$ cat src/rtl/cdc_handshake_receiver_if.sv
// Signal bundle between the foreign-domain handshake source, the receiver and
// the destination-domain stream consumer.
interface cdc_handshake_receiver_if #(
  parameter int DATA_WIDTH  = 32,
  parameter int COUNT_WIDTH = 16
);
  logic                   async_req;
  logic [DATA_WIDTH-1:0]  async_data;
  logic                   async_ack;
  logic [DATA_WIDTH-1:0]  dst_data;
  logic                   dst_valid;
  logic                   dst_ready;
  logic                   protocol_err;
  logic [COUNT_WIDTH-1:0] xfer_count;

  // Environment side: issues requests and consumes the payload stream.
  modport master (
    output async_req,
    output async_data,
    output dst_ready,
    input  async_ack,
    input  dst_data,
    input  dst_valid,
    input  protocol_err,
    input  xfer_count
  );

  // Receiver side.
  modport slave (
    input  async_req,
    input  async_data,
    input  dst_ready,
    output async_ack,
    output dst_data,
    output dst_valid,
    output protocol_err,
    output xfer_count
  );
endinterface

$ cat src/rtl/cdc_handshake_receiver.sv
// Destination end of a 4-phase req/ack handshake: synchronizes the request,
// captures the bundled data, offers it as valid/ready and returns a level ack.
module cdc_handshake_receiver #(
  parameter int DATA_WIDTH  = 32,
  parameter int SYNC_STAGES = 2,
  parameter int COUNT_WIDTH = 16
) (
  input  logic                    dst_clk,
  input  logic                    dst_rst_n,
  cdc_handshake_receiver_if.slave bus
);

  typedef enum logic [1:0] {
    ST_IDLE  = 2'd0,
    ST_VALID = 2'd1,
    ST_ACK   = 2'd2
  } state_t;

  state_t                 state_q, state_d;
  logic [SYNC_STAGES-1:0] sync_q, sync_d;
  logic                   req_s;
  logic [DATA_WIDTH-1:0]  data_q, data_d;
  logic                   valid_q, valid_d;
  logic                   ack_q, ack_d;
  logic                   err_q, err_d;
  logic                   err_seen_q, err_seen_d;
  logic [COUNT_WIDTH-1:0] count_q, count_d;

  // async_req enters only through the synchronizer chain.
  always_comb begin
    sync_d = {sync_q[SYNC_STAGES-2:0], bus.async_req};
  end

  assign req_s = sync_q[SYNC_STAGES-1];

  always_comb begin
    state_d    = state_q;
    data_d     = data_q;
    valid_d    = valid_q;
    ack_d      = ack_q;
    err_d      = 1'b0;
    err_seen_d = err_seen_q;
    count_d    = count_q;

    unique case (state_q)
      ST_IDLE: begin
        // async_data is only looked at here, once req_s proves it is stable.
        if (req_s) begin
          data_d     = bus.async_data;
          valid_d    = 1'b1;
          err_seen_d = 1'b0;
          state_d    = ST_VALID;
        end
      end
      ST_VALID: begin
        // An early request drop is flagged once per transfer; the payload still goes out.
        if (!req_s && !err_seen_q) begin
          err_d      = 1'b1;
          err_seen_d = 1'b1;
        end
        if (bus.dst_ready) begin
          valid_d = 1'b0;
          ack_d   = 1'b1;
          count_d = count_q + COUNT_WIDTH'(1);
          state_d = ST_ACK;
        end
      end
      ST_ACK: begin
        if (!req_s) begin
          ack_d   = 1'b0;
          state_d = ST_IDLE;
        end
      end
      default: begin
        state_d = ST_IDLE;
        valid_d = 1'b0;
        ack_d   = 1'b0;
      end
    endcase
  end

  always_ff @(posedge dst_clk or negedge dst_rst_n) begin
    if (!dst_rst_n) begin
      state_q    <= ST_IDLE;
      sync_q     <= '0;
      data_q     <= '0;
      valid_q    <= 1'b0;
      ack_q      <= 1'b0;
      err_q      <= 1'b0;
      err_seen_q <= 1'b0;
      count_q    <= '0;
    end else begin
      state_q    <= state_d;
      sync_q     <= sync_d;
      data_q     <= data_d;
      valid_q    <= valid_d;
      ack_q      <= ack_d;
      err_q      <= err_d;
      err_seen_q <= err_seen_d;
      count_q    <= count_d;
    end
  end

  assign bus.async_ack    = ack_q;
  assign bus.dst_data     = data_q;
  assign bus.dst_valid    = valid_q;
  assign bus.protocol_err = err_q;
  assign bus.xfer_count   = count_q;

endmodule
$ cat src/flat_wrapper.sv
// flat-port wrapper written by rule: the top's interface ports become plain ports
module cdc_handshake_receiver_flat 
#(
  parameter int DATA_WIDTH  = 32,
  parameter int SYNC_STAGES = 2,
  parameter int COUNT_WIDTH = 16
)
  (dst_clk, dst_rst_n, bus_async_req, bus_async_data, bus_dst_ready, bus_async_ack, bus_dst_data, bus_dst_valid, bus_protocol_err, bus_xfer_count);
  cdc_handshake_receiver_if #(.DATA_WIDTH(DATA_WIDTH), .COUNT_WIDTH(COUNT_WIDTH)) bus_i ();
  input  logic dst_clk;
  input  logic dst_rst_n;
  input wire logic [$bits(bus_i.async_req)-1:0] bus_async_req;
  input wire logic [$bits(bus_i.async_data)-1:0] bus_async_data;
  input wire logic [$bits(bus_i.dst_ready)-1:0] bus_dst_ready;
  output wire logic [$bits(bus_i.async_ack)-1:0] bus_async_ack;
  output wire logic [$bits(bus_i.dst_data)-1:0] bus_dst_data;
  output wire logic [$bits(bus_i.dst_valid)-1:0] bus_dst_valid;
  output wire logic [$bits(bus_i.protocol_err)-1:0] bus_protocol_err;
  output wire logic [$bits(bus_i.xfer_count)-1:0] bus_xfer_count;
  assign bus_i.async_req = bus_async_req;
  assign bus_i.async_data = bus_async_data;
  assign bus_i.dst_ready = bus_dst_ready;
  assign bus_async_ack = bus_i.async_ack;
  assign bus_dst_data = bus_i.dst_data;
  assign bus_dst_valid = bus_i.dst_valid;
  assign bus_protocol_err = bus_i.protocol_err;
  assign bus_xfer_count = bus_i.xfer_count;
  cdc_handshake_receiver #(.DATA_WIDTH(DATA_WIDTH), .SYNC_STAGES(SYNC_STAGES), .COUNT_WIDTH(COUNT_WIDTH)) u_core (.dst_clk(dst_clk), .dst_rst_n(dst_rst_n), .bus(bus_i));
endmodule
$ cat config.mk
export PLATFORM = sky130hd
export DESIGN_NAME = cdc_handshake_receiver_flat
export DESIGN_NICKNAME = d
export VERILOG_FILES = /design/src/rtl/cdc_handshake_receiver_if.sv /design/src/rtl/cdc_handshake_receiver.sv /design/src/flat_wrapper.sv
export SDC_FILE = /design/constraint.sdc
export NUM_CORES = 1
export LEC_CHECK = 0
export CAP_MARGIN = 0
export CELL_PAD_IN_SITES_DETAIL_PLACEMENT = 0
export CELL_PAD_IN_SITES_GLOBAL_PLACEMENT = 1
export CORE_MARGIN = 5
export CORE_UTILIZATION = 30
export DETAILED_ROUTE_END_ITERATION = 7
export PLACE_DENSITY = 0.71
export SYNTH_ARGS = -nofsm -noshare
export SYNTH_HDL_FRONTEND = slang
export SYNTH_SLANG_ARGS = --single-unit
$ cat constraint.sdc
create_clock -name dst_clk -period 3.05 [get_ports dst_clk]
set_clock_uncertainty 0.05 [all_clocks]
set_input_delay 0.4575 -clock dst_clk [delete_from_list [all_inputs] [get_ports dst_clk]]
set_output_delay 0.4575 -clock dst_clk [all_outputs]
set_load 0.02 [all_outputs]
==> impl_results.md <==
* Run status: finished clean
* Starting Density at a little under a third
* Fin area at between 0.003 and 0.004 mm²
* Req. time, crit path at between 3 and 4 ns
* Remaining DRCs at 0
* Worst skew pair latency at approximately 0.30 ns
* Post-synth net total at just under 200
* Hold/Removal Path Class: input pin to async pin
* Maxcap violations at 0
* IO Pins at 87
* Arrival time worst endpoint at about 2.2 ns
* Row count at 31
* Peak VDD IR at 0.347 mV
* Antenna violations before repair at 0
* P per Cell Area at around 940 mW/mm²
* Vias after detailed routing at between 1500 and 2000
* #FFs+latches synth at 56
* Leak at approximately 1.4 nW
* Deepest clock path buffer count at 2
* Total track usage at between 10 and 15%
* Port Buffers at 86
* Final Max Tran Viols at 0
* Largest net degree at the start of global routing at 33
* Largest stage delay, worst path at 0.53 ns
* Worst Max-Slew Pin Slew at approximately 0.6 ns
* Final period util at 64.9%
* Post-synthesis sequential area ratio at between 60 and 70%
* DP Area at 0.00321 mm²
* Total Die Area at approximately 0.0094 mm²
* Hold Fails Final Rpt at 0
* TritonCTS Buffers at 5
* Clock root buffer: clkbuf_8
* Post-CTS Repair Setup Buffers at 0
* Synth unique cells at 28
* CORE AREA at between 0.007 and 0.008 mm²
* Post-synthesis instance total at about 160
* Final net count at approximately 280
* # setup viols final at 0
* Netlist area before placement at 0.00226 mm²
* Total power at between 3 and 4 mW
* Worst-path clk slew at about 0.1 ns
* First-pass GRT wire length at ~8200 µm
* Final min period at 1.98 ns
* CTS Hold Bufs at 0
* Drt pass-1 iters at 3
* Placer Congestion at approximately 0.72
* Syn Area/Cell at between 10 and 15 µm²
* Vias per cell at ~4.4
* Overflow after GRT at 0
* Final setup TNS at 0 ns
* Worst Setup Start Kind: input pin
* Worst Path Buf+Inv at 1
* Critical Path, Cell by Cell: clkdlybuf4s50_1 -> and3b_1 -> nand4_4 -> nor4_2 -> xor2_1
* Ys Warns at 0
* Kind of critical path: input pin to flip-flop
* Final WL at about 4800 µm
* Ant. Diodes at 0
* Post_cts resized at 0
* Unrepaired setup endpoints after global routing: false
* Slew margin rel. at between 60% and 70%
* CP Max Fanout at 11
* Iteration-0 DRC count of the detailed router at 17
* Antenna Nets Post-Route at 0
* Setup crit end kind: flip-flop
* Wire per inst at between 10 and 15 µm
* Slowest cell on the critical path: clkdlybuf4s50_1
* Chip height at between 90 and 100 µm
* Largest delay share family, worst path: simple AND/OR/NAND/NOR gates
* Vias in the first global route at 1591
* Proportion of layout cells with a drive suffix above 1 at about a fifth
* Clock Sinks at 56
* H-tree lvl count at 2
* CTS tree: yes
* Detail Placement HPWL at 3540 µm
* FMAX at between 0.5 and 0.6 GHz
* Die width at ~97 µm
* Area delta synth->final at 47.7%
cell type report:
cell class                      instances  area [µm²]
Multi-Input combinational cell         92         802
Sequential cell                        56        1400
Timing Repair Buffer                   88         871
Tap cell                               99         124
Fill cell                             700        3950
Clock inverter                          1        30.0
Clock buffer                            7        96.3
Inverter                                4        15.0
logic make-up after synthesis:
logic type / count (synthesis) / share of synthesized area [%]
muxes: 33 / 16.4
adders and majority gates: 1 / 0.553
xor gates and xnor gates: 15 / 5.81
DFF: 56 / 62.0
AOI/OAI and AO/OA: 7 / 1.72
buffers and inverters: 10 / 2.66
and+or+nand+nor: 36 / 10.8
layer usage:
metal / up-vias / part of all wire (%) / track usage (%)
met5: - / 0 / 0
met4: 0 / 0.99 / 2.59
met3: 6 / 6.1 / 3.74
met2: 58 / 43 / 15.4
met1: 737 / 50 / 14.4
li1: 714 / - / -
metrics by stage:
step / util, % / worst slack, ns / hold slack, ns / std cells
floorplan: - / 1.24 / 0.112 / 158
global placement: 44.1 / 0.760 / 0.284 / 339
detailed placement: 44.1 / 0.749 / 0.287 / 339
CTS: 45.8 / 1.07 / 0.105 / 347
global route: 45.8 / 0.970 / 0.136 / 347
finish: 45.8 / 1.07 / 0.100 / 347
where the power goes:
| part | switching, mW | internal [mW] |
|---|---|---|
| registers | 0.198 | 1.03 |
| logic | 0.636 | 0.760 |
| clock network | 0.231 | 0.290 |
registers in the layout, indices dropped and copies added (netlist names):
name / flops
u_core.bus.async_ack: 1
u_core.bus.dst_data: 32
u_core.bus.dst_valid: 1
u_core.bus.protocol_err: 1
u_core.bus.xfer_count: 16
u_core.err_seen_q: 1
u_core.state_q: 2
u_core.sync_q: 2
Yosys cell counts, drive strengths merged:
library cell | n | share of area, %
nand2 | 10 | 1.7
and3b | 1 | 0.39
nor3 | 5 | 2.0
or3 | 1 | 0.28
nor4b | 1 | 0.39
nor4 | 2 | 1.5
xor2 | 10 | 3.9
nor2 | 6 | 1.0
dfrtp | 56 | 62
o22ai | 1 | 0.28
nand4 | 5 | 2.0
xnor2 | 5 | 1.9
nor3b | 1 | 0.55
mux2 | 33 | 16
nand3 | 1 | 0.22
ha | 1 | 0.55
nand2b | 3 | 0.83
o21bai | 1 | 0.33
inv | 4 | 0.66
a21oi | 3 | 0.66
buf | 6 | 2.0
o21ai | 2 | 0.44
worst paths after layout:
check                                              start                   endpoint  slack (ns)  depth (start not counted)
worst max-delay path                       bus_dst_ready  u_core.bus.xfer_count[13]        1.07                          5
worst min-delay path                           dst_rst_n     u_core.bus.dst_data[0]         0.1                          1
worst max register to register  u_core.bus.xfer_count[0]  u_core.bus.xfer_count[14]        1.21                          5
worst min register to register          u_core.sync_q[0]           u_core.sync_q[1]        0.31                          0
max in group asynchronous                      dst_rst_n    u_core.bus.dst_data[15]        2.01                          2
min in group dst_clk                    u_core.sync_q[0]           u_core.sync_q[1]        0.31                          0
placed cells by master (no fill, tap or decap), types with 3 or more instances in the layout:
cell / instances
clkdlybuf4s50_1: 85
nor2_1: 5
clkbuf_8: 7
nand4_1: 4
nand2_1: 10
nor3_2: 4
xnor2_1: 5
mux2_2: 31
nand2b_1: 3
inv_1: 4
xor2_1: 10
a21oi_1: 3
dfrtp_1: 56
No activity file was read; power rests on OpenSTA's default activity.
